### src/rtl/tiny_pkg.sv
// tiny_pkg: shared constants and helpers for the tiny16 output-port slice.
//   WORD_W        core word width, default data width of the port
//   OUT_DEPTH_DEF default FIFO depth
//   ptr_w()       pointer width for a power-of-two depth (never below 1)
package tiny_pkg;

   localparam int WORD_W        = 16;
   localparam int OUT_DEPTH_DEF = 8;

   function automatic int ptr_w(input int depth);
      return (depth > 2) ? $clog2(depth) : 1;
   endfunction

endpackage

### src/rtl/tiny_out_port_if.sv
// tiny_out_port_if: CPU write strobe and consumer valid/ready read side.
//   WR_EN/WR_DATA  CPU write strobe and word       (master -> port)
//   WR_FULL        FIFO full                       (port -> master)
//   RD_VALID       FIFO non-empty                  (port -> master)
//   RD_READY       consumer accepts RD_DATA        (master -> port)
//   RD_DATA        head-of-FIFO word, fall-through (port -> master)
interface tiny_out_port_if
   import tiny_pkg::*;
#(
   parameter int WIDTH = WORD_W
);

   logic             WR_EN;
   logic [WIDTH-1:0] WR_DATA;
   logic             WR_FULL;
   logic             RD_VALID;
   logic             RD_READY;
   logic [WIDTH-1:0] RD_DATA;

   modport master (
      output WR_EN, WR_DATA, RD_READY,
      input  WR_FULL, RD_VALID, RD_DATA
   );

   modport slave (
      input  WR_EN, WR_DATA, RD_READY,
      output WR_FULL, RD_VALID, RD_DATA
   );

endinterface

### src/rtl/tiny_fifo_mem.sv
// tiny_fifo_mem: DEPTH x WIDTH register array for the output FIFO.
//   clk           write clock
//   we/waddr/wdata synchronous write port
//   raddr/rdata   asynchronous read port
// Storage has no reset: stale entries are never visible because the
// owner only reads an address while it holds a live word.
module tiny_fifo_mem
   import tiny_pkg::*;
#(
   parameter int WIDTH = WORD_W,
   parameter int DEPTH = OUT_DEPTH_DEF,
   parameter int PW    = ptr_w(DEPTH)
) (
   input  logic             clk,
   input  logic             we,
   input  logic [PW-1:0]    waddr,
   input  logic [WIDTH-1:0] wdata,
   input  logic [PW-1:0]    raddr,
   output logic [WIDTH-1:0] rdata
);

   logic [WIDTH-1:0] mem_q [DEPTH];

   always_ff @(posedge clk) begin
      if (we) mem_q[waddr] <= wdata;
   end

   assign rdata = mem_q[raddr];

endmodule

### src/rtl/tiny_out_port.sv
// tiny_out_port: buffered CPU OUT port. CPU writes are queued in a
// DEPTH-entry FIFO and drained over valid/ready; the last drained word is
// held on OUT and dropped writes set a sticky OVF flag.
//   CLK      clock, rising edge
//   RST      asynchronous active-low reset
//   bus      write strobe / read handshake (tiny_out_port_if.slave)
//   OUT      last popped word, held until the next pop
//   LEVEL    occupancy 0..DEPTH
//   OVF      sticky dropped-write flag
//   CLR_OVF  clears OVF (and DROP_CNT)
//   DROP_CNT saturating dropped-write count
// Optional feature: define TINY_OUT_PORT_DROPCNT_EN to add the DROP_CNT
// port and counter; otherwise CNT_W has no effect.
module tiny_out_port
   import tiny_pkg::*;
#(
   parameter int WIDTH = WORD_W,
   parameter int DEPTH = OUT_DEPTH_DEF,
   parameter int CNT_W = 8
) (
   input  logic                     CLK,
   input  logic                     RST,
   tiny_out_port_if.slave           bus,
   output logic [WIDTH-1:0]         OUT,
   output logic [$clog2(DEPTH):0]   LEVEL,
   output logic                     OVF,
   input  logic                     CLR_OVF
`ifdef TINY_OUT_PORT_DROPCNT_EN
   ,
   output logic [CNT_W-1:0]         DROP_CNT
`endif
);

   localparam int PW = ptr_w(DEPTH);
   localparam int LW = $clog2(DEPTH) + 1;

   if (WIDTH < 1 || DEPTH < 2 || (DEPTH & (DEPTH - 1)) != 0 || CNT_W < 1) begin : g_param_err
      $error("tiny_out_port: bad WIDTH/DEPTH/CNT_W");
   end

   logic [PW-1:0]    wp_q, wp_d, rp_q, rp_d;
   logic [LW-1:0]    level_q, level_d;
   logic [WIDTH-1:0] out_q, out_d;
   logic             ovf_q, ovf_d;
   logic [WIDTH-1:0] rdata;
   logic             full, valid, pop, push, drop;

   // Flags decode registered occupancy only; no path from WR_EN/RD_READY.
   assign full  = (level_q == LW'(DEPTH));
   assign valid = (level_q != '0);

   // A pop frees the slot in the same cycle, so a full FIFO still
   // accepts a write while it is being drained.
   assign pop  = valid & bus.RD_READY;
   assign push = bus.WR_EN & (~full | pop);
   assign drop = bus.WR_EN & full & ~pop;

   tiny_fifo_mem #(
      .WIDTH (WIDTH),
      .DEPTH (DEPTH),
      .PW    (PW)
   ) u_mem (
      .clk   (CLK),
      .we    (push),
      .waddr (wp_q),
      .wdata (bus.WR_DATA),
      .raddr (rp_q),
      .rdata (rdata)
   );

   always_comb begin
      wp_d    = wp_q;
      rp_d    = rp_q;
      level_d = level_q;
      out_d   = out_q;
      ovf_d   = ovf_q;
      if (push) wp_d = wp_q + PW'(1);
      if (pop) begin
         rp_d  = rp_q + PW'(1);
         out_d = rdata;
      end
      case ({push, pop})
         2'b10:   level_d = level_q + LW'(1);
         2'b01:   level_d = level_q - LW'(1);
         default: level_d = level_q;
      endcase
      // A drop in the same cycle as a clear keeps the flag set.
      if (drop)         ovf_d = 1'b1;
      else if (CLR_OVF) ovf_d = 1'b0;
   end

   always_ff @(posedge CLK or negedge RST) begin
      if (!RST) begin
         wp_q    <= '0;
         rp_q    <= '0;
         level_q <= '0;
         out_q   <= '0;
         ovf_q   <= 1'b0;
      end else begin
         wp_q    <= wp_d;
         rp_q    <= rp_d;
         level_q <= level_d;
         out_q   <= out_d;
         ovf_q   <= ovf_d;
      end
   end

`ifdef TINY_OUT_PORT_DROPCNT_EN
   logic [CNT_W-1:0] cnt_q, cnt_d;

   always_comb begin
      cnt_d = cnt_q;
      if (drop) begin
         if (CLR_OVF)         cnt_d = CNT_W'(1);
         else if (~&cnt_q)    cnt_d = cnt_q + CNT_W'(1);
      end else if (CLR_OVF) begin
         cnt_d = '0;
      end
   end

   always_ff @(posedge CLK or negedge RST) begin
      if (!RST) cnt_q <= '0;
      else      cnt_q <= cnt_d;
   end

   assign DROP_CNT = cnt_q;
`endif

   assign bus.WR_FULL  = full;
   assign bus.RD_VALID = valid;
   assign bus.RD_DATA  = rdata;
   assign OUT          = out_q;
   assign LEVEL        = level_q;
   assign OVF          = ovf_q;

endmodule

### src/flat_wrapper.sv
// flat-port wrapper written by rule: the top's interface ports become plain ports
module tiny_out_port_flat import tiny_pkg::*;
#(
   parameter int WIDTH = WORD_W,
   parameter int DEPTH = OUT_DEPTH_DEF,
   parameter int CNT_W = 8
)
  (CLK, RST, OUT, LEVEL, OVF, CLR_OVF, bus_WR_EN, bus_WR_DATA, bus_RD_READY, bus_WR_FULL, bus_RD_VALID, bus_RD_DATA);
  tiny_out_port_if #(.WIDTH(WIDTH)) bus_i ();
  input  logic CLK;
  input  logic RST;
  output logic [WIDTH-1:0] OUT;
  output logic [$clog2(DEPTH):0] LEVEL;
  output logic OVF;
  input  logic CLR_OVF;
  input wire logic [$bits(bus_i.WR_EN)-1:0] bus_WR_EN;
  input wire logic [$bits(bus_i.WR_DATA)-1:0] bus_WR_DATA;
  input wire logic [$bits(bus_i.RD_READY)-1:0] bus_RD_READY;
  output wire logic [$bits(bus_i.WR_FULL)-1:0] bus_WR_FULL;
  output wire logic [$bits(bus_i.RD_VALID)-1:0] bus_RD_VALID;
  output wire logic [$bits(bus_i.RD_DATA)-1:0] bus_RD_DATA;
  assign bus_i.WR_EN = bus_WR_EN;
  assign bus_i.WR_DATA = bus_WR_DATA;
  assign bus_i.RD_READY = bus_RD_READY;
  assign bus_WR_FULL = bus_i.WR_FULL;
  assign bus_RD_VALID = bus_i.RD_VALID;
  assign bus_RD_DATA = bus_i.RD_DATA;
  tiny_out_port #(.WIDTH(WIDTH), .DEPTH(DEPTH), .CNT_W(CNT_W)) u_core (.CLK(CLK), .RST(RST), .bus(bus_i), .OUT(OUT), .LEVEL(LEVEL), .OVF(OVF), .CLR_OVF(CLR_OVF));
endmodule
### config.mk
export PLATFORM = sky130hd
export DESIGN_NAME = tiny_out_port_flat
export DESIGN_NICKNAME = d
export VERILOG_FILES = /design/src/rtl/tiny_pkg.sv /design/src/rtl/tiny_out_port_if.sv /design/src/rtl/tiny_fifo_mem.sv /design/src/rtl/tiny_out_port.sv /design/src/flat_wrapper.sv
export SDC_FILE = /design/constraint.sdc
export NUM_CORES = 1
export LEC_CHECK = 0
export CORE_MARGIN = 1.5
export CORE_UTILIZATION = 51
export DETAILED_ROUTE_END_ITERATION = 10
export PLACE_DENSITY_LB_ADDON = 0.08
export SLEW_MARGIN = 20
export SYNTH_ARGS = -nofsm -noshare
export SYNTH_HDL_FRONTEND = slang
export SYNTH_HIERARCHICAL = 1
export SYNTH_SLANG_ARGS = --single-unit
### constraint.sdc
create_clock -name CLK -period 2.5 [get_ports CLK]
set_input_delay 0.625 -clock CLK [delete_from_list [all_inputs] [get_ports CLK]]
set_output_delay 0.625 -clock CLK [all_outputs]
set_load 0.005 [all_outputs]
Word level (Yosys, flattened, before mapping)
Memories as Yosys holds them, arrays and structs flattened.
Cells that the tools add are included.
{"block": "classes", "addsub": 4, "n_eq_ne": 3, "mux": 5, "n_bitwise": 7, "reduce_logical": 3}
{"cell": "case mux 4 bit (2 select lines)", "n": 1}
{"cell": "adder 3 x 1 -> 3 bit, second input constant", "n": 2}
{"cell": "adder 4 x 1 -> 4 bit, second input constant", "n": 1}
{"cell": "AND 1 bit", "n": 4}
{"cell": "== test 4 bit, second input constant", "n": 1}
{"cell": "two-way mux 1 bit", "n": 4}
{"cell": "nonzero test 2 bit", "n": 2}
{"cell": "nonzero test 4 bit", "n": 1}
{"cell": "subtractor 4 x 1 -> 4 bit, second input constant", "n": 1}
{"cell": "== test 2 x 1 -> 1 bit, second input constant", "n": 1}
{"cell": "== test 2 bit, second input constant", "n": 1}
{"cell": "inverter 1 bit", "n": 2}
{"cell": "bitwise OR 1 bit", "n": 1}
{"block": "word_totals", "reg_bits": 27, "mem_bits_rw": 128, "input_bits": 21, "output_inout_bits": 39, "word_cells": 28, "mem_count": 1}
{"name": "u_core.u_mem.mem_q", "depth": 8, "word_bits": 16, "rd": 1, "rd_ports_with_merged_regs": 0, "wr": 1, "line_no": "tiny_fifo_mem.sv:22", "rtl": "logic [WIDTH-1:0] mem_q [DEPTH];"}

Longest topological paths before layout
{"block": "depth", "ltp_word": 6, "mapped_depth": 7, "ltp_nobuf": 7}

Cells and area by module
Netlist, hierarchy kept.
{"mod": "tiny_fifo_mem", "instances": 1, "cells_each": 198, "area_each_um2": 4973.5, "seq_area_each_um2": 3843.7}
{"mod": "tiny_out_port", "instances": 1, "cells_each": 90, "area_each_um2": 1249.9, "seq_area_each_um2": 675.6}

Worst setup path before layout
No wires, ideal clock.
{"block": "synth_timing", "kind": "reg-to-reg", "from": "reg u_core.level_q[0], in the netlist u_core/LEVEL[0]", "to": "reg u_core.level_q[3], in the netlist u_core/LEVEL[3]", "setup_ps": 134, "arrival_time_ps": 2630, "t_required_ps": 2366, "setup_slack_ps": -264, "path_stages_with_launch": 8, "n_path_buf": 0, "period_less_slack_ps": 2764, "cell_sequence": "dfrtp_1 or4b_4 o21ai_4 ha_1 ha_1 or4b_2 o311ai_0 o211ai_1"}
{"block": "synth_via", "elab_chain_len": 6, "word_cells_on_any_way": 12, "cone_classes": "add/sub (2); eq/ne (3); mux (1); bitwise (4); reduce/logical (2)"}
{"element": "from (decl)", "line_no": "tiny_out_port.sv:42", "rtl": "logic [LW-1:0] level_q, level_d;"}
{"element": "from (signal assigned)", "line_no": "tiny_out_port.sv:102", "rtl": "level_q <= level_d;"}
{"element": "nonzero test 4 bit or == test 4 bit (tied branches)", "line_no": "tiny_out_port.sv:50, tiny_out_port.sv:49"}
{"element": "AND 1 bit or inverter 1 bit (tied branches)", "line_no": "tiny_out_port.sv:54, tiny_out_port.sv:55"}
{"element": "bitwise OR 1 bit", "line_no": "tiny_out_port.sv:55", "rtl": "assign push = bus.WR_EN & (~full | pop);"}
{"element": "AND 1 bit", "line_no": "tiny_out_port.sv:55"}
{"element": "== test 2 x 1 -> 1 bit or == test 2 bit (tied branches)", "line_no": "tiny_out_port.sv:82", "rtl": "case ({push, pop})"}
{"element": "case mux 4 bit (2 select lines) or nonzero test 2 bit (tied branches)"}
Parallel ways exist; a longest one is shown, timed or not.
A chain may end at the register's enable or synchronous reset.

Final worst setup path
{"block": "layout_timing", "from": "reg u_core.rp_q[0]", "to": "out bus_RD_DATA[9]"}
{"block": "layout_via", "elab_chain_len": 1}
{"element": "from (decl)", "line_no": "tiny_out_port.sv:41", "rtl": "logic [PW-1:0] wp_q, wp_d, rp_q, rp_d;"}
{"element": "from (signal assigned)", "line_no": "tiny_out_port.sv:101", "rtl": "rp_q <= rp_d;"}
{"element": "memory (8 x 16 bit)"}
{"element": "to (decl)", "line_no": "flat_wrapper.sv:21", "rtl": "output wire logic [$bits(bus_i.RD_DATA)-1:0] bus_RD_DATA;"}
Every way passes these cells.

==> impl_results.md <==
* Status: complete, but fails checks
* Failing checks: negative setup slack
* Clock power frac at 25.6%
* Vias/cell at 5.59
* Fillers at 793
* Vias at about 3200
* Cell count after synthesis at around 290
* Core area at 12000 sq um
* NetSw at 2.73 mW
* Die Footprint at 12900 sq um
* Unrepaired setup endpoints after global routing: true
* CTS H-Tree Depth at 4
* First-pass DRT Iterations at 4
* Nature of the critical path startpoint: flop
* Final count of pins violating max slew at 0
* Min cycle time layout at ~2.7 ns
* Drt initial violations at ~170
* Top cell type's share of synthesized area at 61.8%
* Floorplan row count at 40
* Chip Height at roughly 110 um
* Power density over cell area at 1270 nW/um^2
* Max-cap viol count at 0
* GRT Residual Overflow at 0
* Synth warn at 6
* Asr flop ratio synth at 17.4%
* Post-synth top flop: edfxtp_1
* Starting density of the core at about 52%
* Routed wire length at 12.2 mm
* Synth Area in Adders at 1.33%
* Area contributors post-synth: edfxtp_1 62%, mux4_1 12%, dfrtp_1 11%
* Post-synth top area cell: edfxtp_1
* Routed len/inst at 21.4 um
* Sequential share of the synthesized area at 72.6%
* DRT antenna net count at 0
* Fin worst setup slack at -0.223 ns
* Total CTS buffers at 17
* VDD IR-drop max at 0.675 mV
* Tcrit/Tclk final at 109%
* Tot Pwr at 10.2 mW
* Mapped Nets at 315
* Critical Path RT at 1.88 ns
* Logic pwr share at 39.2%
* Crit path capture type: primary output
* Die Span X at 113 um
* Power Internal at around 7.5 mW
* DRC Markers at 0
* Max Fanout on Critical Path at 6
* CP max stage delay at around 0.48 ns
* Slew headroom at 71.0%
* FF/Latch Area at 4520 sq um
* Worst clock skew at 0.00863 ns
* P&R area growth vs syn at 29.6%
* Cell Area, Synth at roughly 6200 sq um
* I/O Buffers at 59
* Clk pin slew, worst setup/hold paths at 0.06 ns
* Fmax at 367 MHz
* Routability cong. at approximately 0.8
* # setup viols final at 16
* Crit path DAT at between 2 and 2.5 ns
* Worst setup path class: reg -> out
* Total Nets Final at 437
* Netlist cell types at 33
* Antenna violations before repair at 0
* Final Util at 67.4%
* Synth Area per Inst at 21.6 sq um
* Worst Max-Slew Pin Slew at approximately 0.44 ns
* GRT Resource Usage Total at 21.2%
* Sink Count at approximately 160
* Footprint of the multi-input gates at 1600 sq um
* Antenna diodes at 0
* Critical Path Slowest Stage Cell: mux4_2
* Final Hold Fails at 0
* Worst path cell trace: buf_6 -> buf_8 -> buf_12 -> mux4_2 -> mux2_4 -> buf_6
* Vias in the first global route at 3346
* Proportion of synthesized area in mux cells at 19.8%
* CTS Root Cell: clkbuf_16
* LEAKAGE at 2.93 nW
* HPWL after DPL at 7.32 mm
* CTS Buffer Depth at 2
* Post-Synth XOR/XNOR Area at less than 1%
* # IOs at 60
* Most common cell after layout, fill and taps aside: edfxtp_1
* Worst min path class: reg -> reg
* Compound-Gate Fraction of Synth Area at 1.37%
* Main combinational cell family by area after synthesis: multiplexers
* First-pass GRT wire length at 19.4 mm
* Flop pwr share at 35.1%
* Flops & latches, synth at 155
* EDFF count, synth at 128
* CTS tree: built
* Critical Path Most Common Cell: buf_6
* Most frequent cells in the layout: 128 x edfxtp_1, 42 x buf_4, 41 x clkdlybuf4s50_1
* Simple-gate share of the synthesized area at 2.17%
* Largest net degree at the start of global routing at 28
* Switching fraction of total power at 26.7%
* Clock latency at the later pin of the worst-skew pair at 0.42 ns
* Layout cells sized above 1 at 42.1%
==> layout make-up <==
cell class	instances	share of cell area, %
clock inverter	13	2.16
clock buffer	19	5.37
tap	147	2.28
multi-input combinational	114	19.8
inverter	7	0.326
timing repair buffer	115	14.0
sequential	155	56.1
==> metrics by stage <==
stage | setup TNS (ns) | cell area [sq um] | setup slack, ns | hold WS [ns] | instances
after floorplan | 0 | 6250 | 0.000660 | 0.329 | 288
after CTS | -4.14 | 8140 | -0.324 | 0.510 | 572
after global placement | -0.716 | 7280 | -0.0767 | 0.489 | 522
after detailed placement | -0.995 | 7280 | -0.120 | 0.497 | 522
final | -2.75 | 8060 | -0.223 | 0.505 | 570
after global routing | -4.04 | 8060 | -0.304 | 0.525 | 570
==> worst paths after layout <==
path	cells past startpoint	slack (ns)	from	endpoint
min in group asynchronous	2	0.63	RST	u_core/OUT[15]
max reg2reg	7	0.10	u_core/LEVEL[1]	u_core/LEVEL[3]
max	6	-0.22	u_core/rp_q[0]	bus_RD_DATA[9]
min	1	0.50	u_core/OUT[2]	u_core/OUT[2]
min reg2reg	1	0.50	u_core/OUT[2]	u_core/OUT[2]
max in group asynchronous	2	1.55	RST	u_core/LEVEL[0]
==> power by group through the flow <==
stage / sequential, mW / combinational (mW) / clock (mW)
6_report: 3.59 / 4.00 / 2.62
5_1_grt: 3.63 / 4.32 / 2.79
4_1_cts: 3.59 / 4.20 / 2.67
3_5_place_dp: 3.62 / 3.37 / 0
3_3_place_gp: 3.59 / 3.34 / 0
2_1_floorplan: 3.62 / 1.77 / 0
==> synth_stat cells (2+ instances only) <==
cell,instances
buf_6,6
dfrtp_1,27
buf_1,4
ha_1,5
o211ai_1,2
inv_1,7
xor2_1,2
xnor2_1,4
nor2_1,6
nand2b_1,3
mux2_2,34
mux4_2,4
edfxtp_1,128
nand3_1,2
nor3b_1,3
a21oi_1,2
mux4_1,28
nand2_1,5
nor3_1,2
==> worst max-delay path, delay by kind of cell, from the launching register on <==
kind,cells,cell delay [ns]
buffers and inverters,4,0.48
DFF,1,0.41
muxes,2,0.77
==> kinds of logic (layout without fill, tap and decap cells) <==
kind of cell               count (synthesis)  after routing
and+or+nand+nor                           24             24
muxes                                     68             68
AOI/OAI and AO/OA                         10             10
buffers and inverters                     19            154
xor gates and xnor gates                   6              6
adders and majority gates                  6              6
DFF                                      155            155
==> flip-flops by register name (all words and copies together), names as in the netlist <==
name and cells:
u_core/OVF 1, u_core/wp_q 3, u_core/rp_q 3, u_core/u_mem/mem_q 128
u_core/LEVEL 4, u_core/OUT 16
==> per-layer routing <==
layer	vias up	routed length, um	track usage (%)
met3	19	477	5.15
met1	1660	5530	29.5
met4	0	248	8.42
met5	-	0	0
li1	1420	-	-
met2	85	5960	32.9
==> timing repair <==
action	4_1_cts	5_1_grt
gates resized for setup	135	8
endpoints found under the setup margin	18	19
pin swaps	4	3
hold buffers	0	0
buffers inserted	15	4
gates cloned	3	0
No activity file was read; power rests on OpenSTA's default activity.
